$ cat src/rtl/vga_pkg.sv
// Shared VGA timing package: default 1280x800 timing, total derivation and sync polarities.
// Sync polarities are shared with the game logic so both agree on what "asserted" means.
package vga_pkg;

  localparam int H_ACTIVE_DEF = 1280;
  localparam int H_FP_DEF     = 64;
  localparam int H_SYNC_DEF   = 136;
  localparam int H_BP_DEF     = 200;
  localparam int V_ACTIVE_DEF = 800;
  localparam int V_FP_DEF     = 1;
  localparam int V_SYNC_DEF   = 3;
  localparam int V_BP_DEF     = 24;

  localparam logic HS_ACTIVE = 1'b0;
  localparam logic VS_ACTIVE = 1'b1;

  typedef logic [10:0] hcnt_t;
  typedef logic [9:0]  vcnt_t;
  typedef logic [3:0]  color_t;

  typedef struct packed {
    color_t r;
    color_t g;
    color_t b;
  } rgb_t;

  // Totals are formed at 12 bits so the largest legal sums cannot wrap.
  function automatic logic [11:0] calcTotal(input int active, input int fp,
                                            input int sync, input int bp);
    return 12'(active + fp + sync + bp);
  endfunction

  localparam logic [11:0] H_TOTAL_DEF = calcTotal(H_ACTIVE_DEF, H_FP_DEF, H_SYNC_DEF, H_BP_DEF);
  localparam logic [11:0] V_TOTAL_DEF = calcTotal(V_ACTIVE_DEF, V_FP_DEF, V_SYNC_DEF, V_BP_DEF);

endpackage

$ cat src/rtl/vga_if.sv
// Bundle between the pixel-colour generator and the VGA output stage.
// master = vga_out side (drives position and DAC signals), slave = colour generator / DAC side.
interface vga_if;
  import vga_pkg::*;

  color_t draw_r;
  color_t draw_g;
  color_t draw_b;
  hcnt_t  draw_x;
  vcnt_t  draw_y;
  color_t vga_r;
  color_t vga_g;
  color_t vga_b;
  logic   vga_hs;
  logic   vga_vs;
  logic   frame_tick;

  modport master (
    input  draw_r, draw_g, draw_b,
    output draw_x, draw_y, vga_r, vga_g, vga_b, vga_hs, vga_vs, frame_tick
  );

  modport slave (
    output draw_r, draw_g, draw_b,
    input  draw_x, draw_y, vga_r, vga_g, vga_b, vga_hs, vga_vs, frame_tick
  );

endinterface

$ cat src/rtl/vga_ctr.sv
// Horizontal/vertical raster counter pair with end-of-line and end-of-frame wrap flags.
module vga_ctr
  import vga_pkg::*;
#(
  parameter logic [11:0] H_TOTAL = H_TOTAL_DEF,
  parameter logic [11:0] V_TOTAL = V_TOTAL_DEF
) (
  input  logic  clk,
  input  logic  rst_n,
  input  logic  i_en,
  output hcnt_t o_hCnt,
  output vcnt_t o_vCnt,
  output logic  o_hWrap,
  output logic  o_vWrap
);

  localparam hcnt_t H_LAST = hcnt_t'(H_TOTAL - 12'd1);
  localparam vcnt_t V_LAST = vcnt_t'(V_TOTAL - 12'd1);

  hcnt_t r_hCnt;
  vcnt_t r_vCnt;
  logic  w_hWrap;
  logic  w_vWrap;

  assign w_hWrap = (r_hCnt == H_LAST);
  assign w_vWrap = w_hWrap && (r_vCnt == V_LAST);

  // Both counters return to zero on the same edge at end of frame.
  always_ff @(posedge clk or negedge rst_n) begin
    if (!rst_n) begin
      r_hCnt <= '0;
      r_vCnt <= '0;
    end else if (i_en) begin
      if (w_hWrap) begin
        r_hCnt <= '0;
        r_vCnt <= w_vWrap ? '0 : r_vCnt + 10'd1;
      end else begin
        r_hCnt <= r_hCnt + 11'd1;
      end
    end
  end

  assign o_hCnt  = r_hCnt;
  assign o_vCnt  = r_vCnt;
  assign o_hWrap = w_hWrap;
  assign o_vWrap = w_vWrap;

endmodule

$ cat src/rtl/vga_out.sv
// VGA output stage: raster counters, stage-0 decode, and one registered stage to the DAC
// so colour, syncs and frame_tick leave the block aligned.
module vga_out
  import vga_pkg::*;
#(
  parameter int H_ACTIVE = H_ACTIVE_DEF,
  parameter int H_FP     = H_FP_DEF,
  parameter int H_SYNC   = H_SYNC_DEF,
  parameter int H_BP     = H_BP_DEF,
  parameter int V_ACTIVE = V_ACTIVE_DEF,
  parameter int V_FP     = V_FP_DEF,
  parameter int V_SYNC   = V_SYNC_DEF,
  parameter int V_BP     = V_BP_DEF
) (
  input logic  clk,
  input logic  rst_n,
  vga_if.master bus
);

  localparam logic [11:0] H_TOTAL  = calcTotal(H_ACTIVE, H_FP, H_SYNC, H_BP);
  localparam logic [11:0] V_TOTAL  = calcTotal(V_ACTIVE, V_FP, V_SYNC, V_BP);
  localparam logic [11:0] H_ACT12  = 12'(H_ACTIVE);
  localparam logic [11:0] H_SS12   = 12'(H_ACTIVE + H_FP);
  localparam logic [11:0] H_SE12   = 12'(H_ACTIVE + H_FP + H_SYNC);
  localparam logic [11:0] V_ACT12  = 12'(V_ACTIVE);
  localparam logic [11:0] V_SS12   = 12'(V_ACTIVE + V_FP);
  localparam logic [11:0] V_SE12   = 12'(V_ACTIVE + V_FP + V_SYNC);

  logic  r_run;
  hcnt_t w_hCnt;
  vcnt_t w_vCnt;
  logic  w_hWrap;
  logic  w_vWrap;
  logic [11:0] w_h12;
  logic [11:0] w_v12;
  logic  w_active;
  logic  w_hSync;
  logic  w_vSync;
  logic  w_frameStart;
  rgb_t  r_rgb;
  logic  r_hs;
  logic  r_vs;
  logic  r_frameTick;

  // First edge after reset release presents (0,0) to stage 0 before counting starts.
  always_ff @(posedge clk or negedge rst_n) begin
    if (!rst_n) r_run <= 1'b0;
    else        r_run <= 1'b1;
  end

  vga_ctr #(
    .H_TOTAL (H_TOTAL),
    .V_TOTAL (V_TOTAL)
  ) u_ctr (
    .clk     (clk),
    .rst_n   (rst_n),
    .i_en    (r_run),
    .o_hCnt  (w_hCnt),
    .o_vCnt  (w_vCnt),
    .o_hWrap (w_hWrap),
    .o_vWrap (w_vWrap)
  );

  // A vertical wrap without the matching horizontal wrap would break the raster.
  always_comb assert (!w_vWrap || w_hWrap);

  assign w_h12        = {1'b0, w_hCnt};
  assign w_v12        = {2'b00, w_vCnt};
  assign w_active     = (w_h12 < H_ACT12) && (w_v12 < V_ACT12);
  assign w_hSync      = (w_h12 >= H_SS12) && (w_h12 < H_SE12);
  assign w_vSync      = (w_v12 >= V_SS12) && (w_v12 < V_SE12);
  assign w_frameStart = (w_hCnt == '0) && (w_v12 == V_ACT12);

  always_ff @(posedge clk or negedge rst_n) begin
    if (!rst_n) begin
      r_rgb       <= '0;
      r_hs        <= ~HS_ACTIVE;
      r_vs        <= ~VS_ACTIVE;
      r_frameTick <= 1'b0;
    end else begin
      r_rgb       <= w_active ? rgb_t'({bus.draw_r, bus.draw_g, bus.draw_b}) : '0;
      r_hs        <= w_hSync ? HS_ACTIVE : ~HS_ACTIVE;
      r_vs        <= w_vSync ? VS_ACTIVE : ~VS_ACTIVE;
      r_frameTick <= w_frameStart;
    end
  end

  assign bus.draw_x     = w_hCnt;
  assign bus.draw_y     = w_vCnt;
  assign bus.vga_r      = r_rgb.r;
  assign bus.vga_g      = r_rgb.g;
  assign bus.vga_b      = r_rgb.b;
  assign bus.vga_hs     = r_hs;
  assign bus.vga_vs     = r_vs;
  assign bus.frame_tick = r_frameTick;

endmodule

$ cat src/flat_wrapper.sv
// flat-port wrapper written by rule: the top's interface ports become plain ports
module vga_out_flat import vga_pkg::*;
#(
  parameter int H_ACTIVE = H_ACTIVE_DEF,
  parameter int H_FP     = H_FP_DEF,
  parameter int H_SYNC   = H_SYNC_DEF,
  parameter int H_BP     = H_BP_DEF,
  parameter int V_ACTIVE = V_ACTIVE_DEF,
  parameter int V_FP     = V_FP_DEF,
  parameter int V_SYNC   = V_SYNC_DEF,
  parameter int V_BP     = V_BP_DEF
)
  (clk, rst_n, bus_draw_r, bus_draw_g, bus_draw_b, bus_draw_x, bus_draw_y, bus_vga_r, bus_vga_g, bus_vga_b, bus_vga_hs, bus_vga_vs, bus_frame_tick);
  vga_if bus_i ();
  input logic clk;
  input logic rst_n;
  input wire logic [$bits(bus_i.draw_r)-1:0] bus_draw_r;
  input wire logic [$bits(bus_i.draw_g)-1:0] bus_draw_g;
  input wire logic [$bits(bus_i.draw_b)-1:0] bus_draw_b;
  output wire logic [$bits(bus_i.draw_x)-1:0] bus_draw_x;
  output wire logic [$bits(bus_i.draw_y)-1:0] bus_draw_y;
  output wire logic [$bits(bus_i.vga_r)-1:0] bus_vga_r;
  output wire logic [$bits(bus_i.vga_g)-1:0] bus_vga_g;
  output wire logic [$bits(bus_i.vga_b)-1:0] bus_vga_b;
  output wire logic [$bits(bus_i.vga_hs)-1:0] bus_vga_hs;
  output wire logic [$bits(bus_i.vga_vs)-1:0] bus_vga_vs;
  output wire logic [$bits(bus_i.frame_tick)-1:0] bus_frame_tick;
  assign bus_i.draw_r = bus_draw_r;
  assign bus_i.draw_g = bus_draw_g;
  assign bus_i.draw_b = bus_draw_b;
  assign bus_draw_x = bus_i.draw_x;
  assign bus_draw_y = bus_i.draw_y;
  assign bus_vga_r = bus_i.vga_r;
  assign bus_vga_g = bus_i.vga_g;
  assign bus_vga_b = bus_i.vga_b;
  assign bus_vga_hs = bus_i.vga_hs;
  assign bus_vga_vs = bus_i.vga_vs;
  assign bus_frame_tick = bus_i.frame_tick;
  vga_out #(.H_ACTIVE(H_ACTIVE), .H_FP(H_FP), .H_SYNC(H_SYNC), .H_BP(H_BP), .V_ACTIVE(V_ACTIVE), .V_FP(V_FP), .V_SYNC(V_SYNC), .V_BP(V_BP)) u_core (.clk(clk), .rst_n(rst_n), .bus(bus_i));
endmodule
$ cat config.mk
export PLATFORM = sky130hd
export DESIGN_NAME = vga_out_flat
export DESIGN_NICKNAME = d
export VERILOG_FILES = /design/src/rtl/vga_pkg.sv /design/src/rtl/vga_if.sv /design/src/rtl/vga_ctr.sv /design/src/rtl/vga_out.sv /design/src/flat_wrapper.sv
export SDC_FILE = /design/constraint.sdc
export NUM_CORES = 1
export LEC_CHECK = 0
export BUFFER_PORTS_ARGS = -buffer_cell sky130_fd_sc_hd__buf_4
export CAP_MARGIN = 20
export CORE_MARGIN = 8
export CORE_UTILIZATION = 25
export CTS_BUF_LIST = sky130_fd_sc_hd__clkbuf_4 sky130_fd_sc_hd__clkbuf_8 sky130_fd_sc_hd__clkbuf_16
export DETAILED_ROUTE_END_ITERATION = 10
export PLACE_DENSITY_LB_ADDON = 0.2
export SETUP_SLACK_MARGIN = 0.15
export SLEW_MARGIN = 20
export SYNTH_ARGS = -nofsm -noshare
export SYNTH_HDL_FRONTEND = slang
export SYNTH_HIERARCHICAL = 1
export SYNTH_SLANG_ARGS = --single-unit
$ cat constraint.sdc
create_clock -name clk -period 1.8 [get_ports clk]
set_clock_uncertainty 0.05 [all_clocks]
set_input_delay 0.09 -clock clk [delete_from_list [all_inputs] [get_ports clk]]
set_output_delay 0.09 -clock clk [all_outputs]
set_load 0.02 [all_outputs]
Word-level counts from Yosys, hierarchy flattened
Cells that the tools add are included.

storage, ports and cells
  register bits = 37
  bits in latches = 0
  bits in writable memories = 0
  ROM bits = 0
  input bits = 14
  output and inout port bits = 36
  word-level logic and storage cells = 32
  memories kept = 0

cells by class
  add/subtract/negate cells = 2
  multiply operators = 0
  div/mod/pow operators = 0
  magnitude comparators = 6
  eq/ne operators = 3
  shift-type cells = 0
  multiplexer cells = 5
  bitwise gates (word level) = 0
  reductions and logical operators = 7

operators by type and width
  operator                 count
  $lt A11 B11 Y1 const B   2
  $eq A10 B10 Y1 const B   2
  $lt A10 B10 Y1 const B   2
  $mux W12                 1
  $add A11 B1 Y11 const B  1
  $eq A11 B11 Y1 const B   1
  $ge A11 B11 Y1 const B   1
  $logic_not A11 Y1        1
  $mux W11                 1
  $add A10 B1 Y10 const B  1
  $ge A10 B10 Y1 const B   1
  $mux W10                 1
  $logic_and A1 B1 Y1      5
  $mux W1                  2
  $reduce_and A2 Y1        1

Longest topological paths before layout
  depth in word-level cells = 3
  mapped depth = 7
  mapped depth without buffers = 5

Cells and area by module
The synthesis kept the hierarchy.

by module, submodules not included
  module   times used  cells each  area each (um^2)  seq. area each (um^2)
  vga_ctr  1           108         1086.0            525.5
  vga_out  1           47          596.8             401.6

Worst setup path after synthesis
Ideal clock, no wire load.

  kind = flip-flop to flip-flop
  start point = register u_core.u_ctr.r_vCnt[0], in the netlist u_core/u_ctr/o_vCnt[0]
  end point = register u_core.u_ctr.r_vCnt[9], in the netlist u_core/u_ctr/o_vCnt[9]
  setup time = 142 ps
  arrival = 1629 ps
  data required time = 1608 ps
  path slack = -21 ps
  stages on the path, launching flop included = 7
  buffers on the path = 1
  period minus slack after synthesis = 1821 ps
  cell sequence = dfrtp_1 ha_1 nand2b_1 or4_1 buf_2 o41ai_1 a31oi_1

between the ends
  longest elaborated chain between the ends = 3
  elaborated cells between the ends (all ways) = 4
  classes of those cells = 1 x add/sub; 1 x eq/ne; 1 x mux; 1 x reduce/logical

ends and longest elaborated chain
  what                                                                     line           text
  start, declared                                                          vga_ctr.sv:21  vcnt_t r_vCnt;
  start signal, assigned                                                   vga_ctr.sv:36  r_vCnt <= w_vWrap ? '0 : r_vCnt + 10'd1;
  parallel branches: the longest is 2 deep, another holds $add A10 B1 Y10  -
  $mux W10 *                                                               vga_ctr.sv:36

Mark *: on every way between the ends.
A chain may end at the register's enable or synchronous reset.

Final worst setup path
  start point = register u_core.u_ctr.r_vCnt[6], in the netlist u_core/u_ctr/o_vCnt[6]
  end point = register u_core.u_ctr.r_vCnt[3], in the netlist u_core/u_ctr/o_vCnt[3]

between the ends
  longest elaborated chain between the ends = 3

ends and longest elaborated chain
  what                 line           text
  $eq A10 B10 Y1       vga_ctr.sv:26  assign w_vWrap = w_hWrap && (r_vCnt == V_LAST);
  $logic_and A1 B1 Y1  vga_ctr.sv:26
  $mux W10             vga_ctr.sv:36

Every way passes these cells.

==> run_results.csv <==
group,metric,value,unit
critical_path,cpPeakStageDelay,0.48,ns
cells_and_area,multi_input_area,749.5,µm²
sta,min_period,1.646,ns
floorplanning,dieArea,9577,µm²
critical_path,cp_max_fo,7,
clock_network,clk_path_buf_depth,2,
critical_path,crit_chain,"or3b_1 -> or4_4 -> a21oi_1 -> o21ai_1",
run,max_cap_violations,0,
yosys,postSynthAreaPerCell,10.95,µm²
floorplanning,die_y,97.86,µm
sta,max_freq,607.4,MHz
critical_path,crit_path_start_kind,"flop",
clock_network,post_cts_buffers,0,
clock_network,clock_latency,0.28,ns
min_path,hold_path.class,"in2reg",
clock_network,clock-sinks,37,
pwr,leakage,1.202,nW
sta,fin_setup_tns,0,ns
cells_and_area,area_delta_synth_final,53.47,%
placed_design,dp_hpwl,3.463,mm
placed_design,portBuffers,49,
placed_design,place_ws,0.06571,ns
routing,antenna_left,0,
critical_path,worstPathRequired,1.92,ns
clock_network,cts_tree,"yes",
clock_network,clockRootBuffer,"clkbuf_8",
cells_and_area,nNetsFinal,257,
floorplanning,start_util,0.2522,
sta,min_period_over_period,0.9146,
sta,setup_violations,0,
global_route,grt_overflow,0,
routing,firstDrtPassIters,4,
critical_path,end_kind,"flop",
clock_network,cts_buffers,5,
pwr,p_per_area,822.1,nW/µm²
floorplanning,io_pins,50,
floorplanning,core,6644,µm²
cells_and_area,final-seq-area,938.4,µm²
global_route,grt_pass1_wl,7.845,mm
sta,finalWorstSetupSlack,0.1537,ns
routing,wl_per_cell,14.45,µm
routing,totalWireLength,4.654,mm
critical_path,crit_type,"reg2reg",
sta,finalMaxSlewViolations,0,
clock_network,path_clk_slew,0.07,ns
placed_design,globalplace.congestion,0.7642,
routing,drc,0,
cells_and_area,fill_cells,635,
placed_design,dpl_cell_area,2328,µm²
floorplanning,rows,30,
yosys,synth_cells,153,
yosys,yosysWarnings,6,
sta,hold_violations,0,
routing,via_per_inst,4.699,
global_route,first_global_vias,1542,
routing,via_count,1513,
global_route,antenna_found_initial,0,
routing,drt-initial-drc-count,91,
sta,rsz0062_at_grt,"yes",
clock_network,h-tree-depth,2,
global_route,grt_usage,0.09991,
critical_path,cpMaxStageDelayCell,"or4_4",
cells_and_area,final_util,0.3870,
yosys,syn_nets,169,
cells_and_area,drive_above_1_share,0.4380,
floorplanning,dieWidth,97.86,µm
pwr,irDropWorstVdd,0.4717,mV
cells_and_area,n_antenna_cell,0,
critical_path,worstPathArrival,1.77,ns
global_route,grt_max_degree,38,
pwr,power,2.114,mW
cells_and_area,final_area,2571,µm²
yosys,netlist_area,1675,µm²
outcome,outcome,"complete, no violations",
state kept, by name, indices dropped and copies added, names as in the netlist:
register               count
u_core/bus.frame_tick      1
u_core/bus.vga_b           4
u_core/bus.vga_g           4
u_core/bus.vga_hs          1
u_core/bus.vga_r           4
u_core/bus.vga_vs          1
u_core/r_run               1
u_core/u_ctr/o_hCnt       11
u_core/u_ctr/o_vCnt       10
worst paths after layout:
check,from,to,slack [ns],cells after the start
max,u_core/u_ctr/o_vCnt[6],u_core/u_ctr/o_vCnt[3],0.15,4
min,bus_draw_b[1],u_core/bus.vga_b[1],0.008,2
max reg2reg,u_core/u_ctr/o_vCnt[6],u_core/u_ctr/o_vCnt[3],0.15,4
min reg2reg,u_core/u_ctr/o_vCnt[4],u_core/u_ctr/o_vCnt[4],0.52,1
max in group asynchronous,rst_n,u_core/u_ctr/o_hCnt[7],1.07,2
min in group asynchronous,rst_n,u_core/bus.vga_b[0],0.25,2
metal layers:
layer | track usage | vias up | wire length, µm
met1 | 0.1291 | 712 | 2142
met3 | 0.03698 | 4 | 373
li1 | - | 740 | -
met2 | 0.1491 | 57 | 2092
met4 | 0.03357 | 0 | 44
met5 | 0 | - | 0
placed cells by master (no fill, tap or decap), types with 2 or more instances in the layout:
master,instances
a21oi_1,2
a31oi_1,4
and3_1,14
buf_4,75
clkbuf_4,2
clkbuf_8,5
dfrtp_1,27
dfrtp_2,9
dlygate4sd3_1,12
ha_4,2
inv_1,2
nand2_1,17
nand3_1,11
nand4_1,6
nor2_1,8
o211ai_1,4
o21ai_0,3
or3_1,3
or4_4,3
xnor2_1,4
xor2_1,4
power breakdown:
part,total [mW],internal (mW),switching [mW]
Sequential,0.947,0.903,0.0436
Combinational,0.579,0.277,0.302
Clock,0.588,0.307,0.281
cell type report:
| class | count | area share |
|---|---|---|
| tap | 80 | 0.03893 |
| clock buffer | 7 | 0.03260 |
| multi-input combinational | 108 | 0.2915 |
| sequential | 37 | 0.3650 |
| clock inverter | 1 | 0.003406 |
| inverter | 2 | 0.002920 |
| timing repair buffer | 87 | 0.2657 |
timing repair:
item,in CTS,in global routing
endpoints found under the hold margin,47,0
pin swaps,0,2
hold buffers,12,0
setup endpoints to repair,9,8
gates resized for setup,4,5
per-stage QoR:
step	cells	hold WS (ns)
6_report	322	0.008244
5_1_grt	322	0.004636
4_1_cts	322	0.0001111
3_5_place_dp	302	0.04465
3_3_place_gp	302	0.03913
2_1_floorplan	153	-0.2556
critical path: cells and delay by family, from the launching register on:
family | cells | cell delay, ns
AOI/OAI and AO/OA | 2 | 0.24
and+or+nand+nor | 2 | 0.85
DFF | 1 | 0.40
Power figures use the tool's default switching activity.
